`src/rtl/quad_enc_pkg.sv`:
```
// quad_enc_pkg: shared types, direction codes and Gray-sequence helpers for quadrature_encoder_tx.
package quad_enc_pkg;
    localparam logic DIR_CW  = 1'b1;
    localparam logic DIR_CCW = 1'b0;

    typedef enum logic {IDLE, DWELL} state_e;

    // ab is {A, B}; CW walks 00 -> 10 -> 11 -> 01, CCW walks the reverse.
    function automatic logic [1:0] gray_next_cw(input logic [1:0] ab);
        return {~ab[0], ab[1]};
    endfunction

    function automatic logic [1:0] gray_next_ccw(input logic [1:0] ab);
        return {ab[0], ~ab[1]};
    endfunction
endpackage

```
`src/rtl/quadrature_encoder_tx_phase_timer.sv`:
```
// phase_timer: up-counter cleared by start_i, counting while en_i, with a one-cycle
// terminal pulse on the last count of every N-cycle period.
module phase_timer #(
    parameter int N = 4
) (
    input  logic clk,
    input  logic rst_n,
    input  logic start_i,
    input  logic en_i,
    output logic tc_o
);
    localparam int W = N > 1 ? $clog2(N) : 1;

    logic [W-1:0] cnt_q, cnt_d;

    assign tc_o  = en_i && cnt_q == W'(N - 1);
    assign cnt_d = (start_i || tc_o) ? '0 : en_i ? cnt_q + W'(1) : cnt_q;

    always_ff @(posedge clk or negedge rst_n) begin
        if (!rst_n) cnt_q <= '0;
        else        cnt_q <= cnt_d;
    end
endmodule

```
`src/rtl/quadrature_encoder_tx.sv`:
```
// quadrature_encoder_tx: rotary-encoder emulator, one Gray-coded detent per accepted step.
// Optional contact-bounce injection on the changing channel: QUAD_ENC_BOUNCE_INJECT_EN.
module quadrature_encoder_tx
    import quad_enc_pkg::*;
#(
    parameter int PHASE_CYCLES  = 100_000,
    parameter int DETENT_PHASES = 4,
    parameter int POS_W         = 16
`ifdef QUAD_ENC_BOUNCE_INJECT_EN
    ,
    parameter int BOUNCE_COUNT  = 3,
    parameter int BOUNCE_CYCLES = 1000
`endif
) (
    input  logic                    clk,
    input  logic                    rst_n,
    input  logic                    step_valid,
    input  logic                    step_dir,
    output logic                    step_ready,
    output logic                    enc_a,
    output logic                    enc_b,
    output logic                    busy,
    output logic signed [POS_W-1:0] position
);
    localparam int PLW = $clog2(DETENT_PHASES + 1);

    if (PHASE_CYCLES < 2) begin : g_phase_chk
        $error("PHASE_CYCLES must be at least 2");
    end

    state_e           state_q, state_d;
    logic             dir_q, dir_d;
    logic [PLW-1:0]   left_q, left_d;
    logic [1:0]       ab_q, ab_d;
    logic [POS_W-1:0] pos_q, pos_d;
    logic             accept, advance, done, tc;

    assign step_ready = state_q == IDLE;
    assign busy       = !step_ready;
    assign position   = pos_q;
    assign accept     = step_valid && step_ready;
    // The first transition of a detent fires on the edge right after accept, without waiting a phase.
    assign advance    = state_q == DWELL && left_q != '0 && (left_q == PLW'(DETENT_PHASES) || tc);
    assign done       = state_q == DWELL && left_q == '0 && tc;

    phase_timer #(.N(PHASE_CYCLES)) u_phase (
        .clk    (clk),
        .rst_n  (rst_n),
        .start_i(accept || advance),
        .en_i   (state_q == DWELL),
        .tc_o   (tc)
    );

    always_comb begin
        state_d = state_q;
        dir_d   = dir_q;
        left_d  = left_q;
        ab_d    = ab_q;
        pos_d   = pos_q;
        if (accept) begin
            state_d = DWELL;
            dir_d   = step_dir;
            left_d  = PLW'(DETENT_PHASES);
        end else if (advance) begin
            ab_d   = dir_q == DIR_CW ? gray_next_cw(ab_q) : gray_next_ccw(ab_q);
            left_d = left_q - PLW'(1);
        end else if (done) begin
            state_d = IDLE;
            pos_d   = dir_q == DIR_CW ? pos_q + POS_W'(1) : pos_q - POS_W'(1);
        end
    end

    always_ff @(posedge clk or negedge rst_n) begin
        if (!rst_n) begin
            state_q <= IDLE;
            dir_q   <= DIR_CW;
            left_q  <= '0;
            ab_q    <= 2'b00;
            pos_q   <= '0;
        end else begin
            state_q <= state_d;
            dir_q   <= dir_d;
            left_q  <= left_d;
            ab_q    <= ab_d;
            pos_q   <= pos_d;
        end
    end

`ifdef QUAD_ENC_BOUNCE_INJECT_EN
    localparam int BLW = $clog2(2 * BOUNCE_COUNT + 2);

    if (2 * BOUNCE_COUNT * BOUNCE_CYCLES >= PHASE_CYCLES) begin : g_bounce_chk
        $error("bounce train must fit inside one phase");
    end

    logic [BLW-1:0] bleft_q, bleft_d;
    logic           gl_q, gl_d, btc;
    logic [1:0]     mask_q, mask_d, out_q;

    phase_timer #(.N(BOUNCE_CYCLES)) u_bounce (
        .clk    (clk),
        .rst_n  (rst_n),
        .start_i(advance),
        .en_i   (bleft_q != '0),
        .tc_o   (btc)
    );

    // Glitches only mask the output; ab_q keeps the true phase so timing is untouched.
    always_comb begin
        bleft_d = bleft_q;
        gl_d    = gl_q;
        mask_d  = mask_q;
        if (advance) begin
            bleft_d = BLW'(2 * BOUNCE_COUNT);
            gl_d    = 1'b0;
            mask_d  = ab_q ^ ab_d;
        end else if (btc) begin
            bleft_d = bleft_q - BLW'(1);
            gl_d    = !gl_q;
        end
    end

    always_ff @(posedge clk or negedge rst_n) begin
        if (!rst_n) begin
            bleft_q <= '0;
            gl_q    <= 1'b0;
            mask_q  <= 2'b00;
            out_q   <= 2'b00;
        end else begin
            bleft_q <= bleft_d;
            gl_q    <= gl_d;
            mask_q  <= mask_d;
            out_q   <= ab_d ^ ({2{gl_d}} & mask_d);
        end
    end

    assign enc_a = out_q[1];
    assign enc_b = out_q[0];
`else
    assign enc_a = ab_q[1];
    assign enc_b = ab_q[0];
`endif
endmodule

```
`config.mk`:
```
export PLATFORM = sky130hd
export DESIGN_NAME = quadrature_encoder_tx
export DESIGN_NICKNAME = d
export VERILOG_FILES = /design/src/rtl/quad_enc_pkg.sv /design/src/rtl/quadrature_encoder_tx_phase_timer.sv /design/src/rtl/quadrature_encoder_tx.sv
export SDC_FILE = /design/constraint.sdc
export NUM_CORES = 1
export LEC_CHECK = 0
export ABC_AREA = 0
export BUFFER_PORTS_ARGS = -buffer_cell sky130_fd_sc_hd__buf_2
export CAP_MARGIN = 0
export CELL_PAD_IN_SITES_DETAIL_PLACEMENT = 0
export CELL_PAD_IN_SITES_GLOBAL_PLACEMENT = 1
export CORE_ASPECT_RATIO = 0.5
export CORE_MARGIN = 10
export CORE_UTILIZATION = 40
export CTS_CLUSTER_SIZE = 10
export DETAILED_ROUTE_END_ITERATION = 10
export PLACE_DENSITY_LB_ADDON = 0.1
export SYNTH_ARGS = -nofsm -noshare
export SYNTH_HDL_FRONTEND = slang
export SYNTH_SLANG_ARGS = --single-unit
```
`constraint.sdc`:
```
create_clock -name clk -period 3.3 [get_ports clk]
set_input_delay 0.495 -clock clk [delete_from_list [all_inputs] [get_ports clk]]
set_output_delay 0.495 -clock clk [all_outputs]
set_load 0.005 [all_outputs]
```
==> out/results.tsv <==
stage	metric	value	unit
placement	Post-Place Cells	388	
placement	Post-DP HPWL	4010	um
timing	period utilisation layout	82.9	%
synth	Synth cell types	49	
synth	Top FF cell, synth	dfrtp_1	
clocking	post-CTS sizing	0	
floorplan	Die Footprint	10200	um2
placement	placed inst area	2750	um2
global_route	GR Util met1	14.4	%
synth	Mapped Area	2570	um2
timing	Layout Skew	6.18	ps
critical_path	critical path required time	3470	ps
synth	synthesized flop and latch total	40	
clocking	# Post-CTS Setup Buffers	0	
clocking	Max clock buf depth	2	
run_status	outcome	finished clean	
timing	final slew viol count	0	
clocking	CTS clk-pin slew, worst paths	60	ps
layout	area of the multi-input gates	1490	um2
floorplan	die width	133	um
global_route	GR Layer Usage met2	18.4	%
global_route	initial antenna violation count	0	
synth	dominant cell type by area after synthesis	dfrtp_1	
clocking	clk root buf	clkbuf_16	
layout	fin nets	329	
timing	Slew @ Worst Pin	928	ps
layout	area grow syn2layout	12.0	%
timing	top achievable clock speed	0.365	GHz
min_path	Hold WC Path Type	in -> async	
global_route	vias in the first global route	2028	
power	total power	0.00147	W
global_route	Global Route Usage Sum	11.4	%
floorplan	core area	6160	um2
floorplan	I/O pins	24	
routing	via count	2074	
floorplan	Initial Util	41.8	%
synth	EDFF count, synth	0	
timing	Relative slew margins	38.1	%
synth	Post-synth ARST share	100	%
clocking	H-tree Lvls	2	
clocking	CTS tree	built	
timing	RSZ-0062 raised after global routing	false	
routing	WL per Instance	14.2	um
critical_path	CP Capture Type	flip-flop	
routing	post-route antenna net violation count	0	
critical_path	reg2reg setup slack	560	ps
synth	Yosys top cell area share	37.9	%
layout	Layout fillers	630	
global_route	largest net degree at the start of global routing	41	
floorplan	# rows	20	
routing	Remaining DRCs	0	
synth	register area share after synthesis	39.0	%
clocking	Clock Sinks	40	
power	P per Cell Area	509	nW/um2
routing	drt first pass iters	4	
clocking	CTS buffer count	5	
clocking	hold_buf cts	0	
global_route	grt met3 use	4.10	%
synth	cells after synthesis	288	
timing	Final setup viols	0	
routing	final wirelength	5620	um
critical_path	WS Path Type	reg -> reg	
critical_path	CP Max Fanout	16	
timing	Fin. Hold Viols	0	
power	VDD IR max	0.000230	V
timing	setup TNS	0	ps
synth	Synth Area per Inst	8.93	um2
layout	Final Non-Filler Cells	395	
routing	Detailed Route Iter0 Violations	102	
floorplan	die span in y	76.7	um
clocking	Worst-Skew Late Latency	280	ps
synth	ranking of synthesized cells by area	dfrtp_1 38%, ha_1 8.3%, o21ai_0 8.2%	
placement	Port Buffers	23	
routing	vias per cell	5.25	
global_route	GRT busiest layer	met2	
timing	min Tclk post-route	2740	ps
global_route	grt ovf	0	
layout	share of cells above drive strength 1	13.4	%
synth	syn nets	310	
critical_path	WP data arrival	2910	ps
layout	diode count	0	
flow_run	MaxCap Viol Count	0	
placement	routability cong.	0.798	
critical_path	startpoint types	flip-flop	
layout	Design Area, Final	2880	um2
global_route	first-pass GRT wire length	9850	um
synth	Yosys warnings	0	
layout	register area	1000	um2
power	Lkg Pwr	1.36	nW
-- per-layer routing --
metal / part of all wire [%] / up-vias / wire [um]
met5: 0 / - / 0
met1: 48 / 975 / 2710
li1: - / 1067 / -
met2: 47 / 28 / 2620
met3: 4.4 / 4 / 249
met4: 0.64 / 0 / 36
-- sequential cells by signal, indices dropped and copies added, names as in the netlist --
name	cells
ab_q	2
busy	1
dir_q	1
left_q	3
position	16
u_phase.cnt_q	17
-- layout make-up --
cell class	count	area share, %
repair buffers	24	4.26
clock buffers	6	4.47
clock inverters	1	0.174
inverters	6	0.782
well taps	88	3.82
flip-flops and latches	40	34.8
multi-input cells	230	51.7
-- Yosys cell counts (2+ instances only) --
library cell / number
o21ai_1: 3
o211ai_1: 2
xnor2_1: 11
nand2b_1: 4
o21ai_0: 42
nand3_1: 10
ha_1: 17
clkbuf_2: 2
inv_1: 6
nor2_1: 18
and3_1: 9
buf_2: 3
dfrtp_1: 39
a21oi_1: 16
mux2_1: 3
o31ai_1: 6
a31oi_1: 5
nor4_2: 2
clkbuf_1: 6
and4_1: 2
mux2_2: 2
a21o_1: 4
nand2_1: 43
mux2i_1: 2
xor2_1: 7
-- per-stage QoR --
stage / setup slack [ps] / hold slack [ps] / utilization (%)
after detailed placement: 548 / 462 / 44.6
after floorplan: 831 / 199 / -
after CTS: 545 / 401 / 46.8
final: 563 / 354 / 46.8
after global placement: 624 / 467 / 44.6
after global routing: 312 / 422 / 46.8
-- cells in the final DEF, fill, tap and decap left out, types with 2 or more instances in the layout --
cell type  instances
a21o_1             4
a21oi_1           16
a31oi_1            5
and3_1             9
and4_1             2
buf_2             23
clkbuf_16          5
dfrtp_1           39
ha_1              17
inv_1              6
mux2_1             3
mux2_2             2
mux2i_1            2
nand2_1           43
nand2b_1           4
nand3_1           10
nor2_1            18
nor4_2             2
o211ai_1           2
o21ai_0           42
o21ai_1            3
o31ai_1            6
xnor2_1           11
xor2_1             7
-- worst max-delay path: stages (launching register included) --
cell and delay, ps:
dfstp_2 580, inv_1 270, ha_1 460, o211ai_1 150, o211ai_2 170, nand2_2 110, o41ai_1 360, mux2_1 370
xor2_1 150
-- final timing paths --
kind	from	to	cells past startpoint
worst max-delay path	dir_q	position[15]	8
worst min-delay path	rst_n	position[11]	1
worst max register to register	dir_q	position[15]	8
worst min register to register	position[15]	position[15]	1
max in group asynchronous	rst_n	left_q[2]	1
min in group clk	step_dir	dir_q	2
-- kinds of logic after synthesis --
kind of cell | count (synthesis) | synth area share, %
mux | 7 | 2.97
compound gates | 88 | 20.1
flops | 40 | 39.0
xor+xnor | 18 | 6.13
simple gates | 99 | 19.6
buf+inv | 18 | 3.16
fa+ha+maj | 18 | 9.05
-- report_power, final --
| group | internal, W | switching [W] | total [W] |
|---|---|---|---|
| Combinational | 0.000162 | 0.000233 | 0.000395 |
| Clock | 0.000275 | 0.000190 | 0.000465 |
| Sequential | 0.000548 | 0.0000573 | 0.000606 |
| Total | 0.000986 | 0.000481 | 0.00147 |
Note: power is estimated with default switching activity, not from simulation.
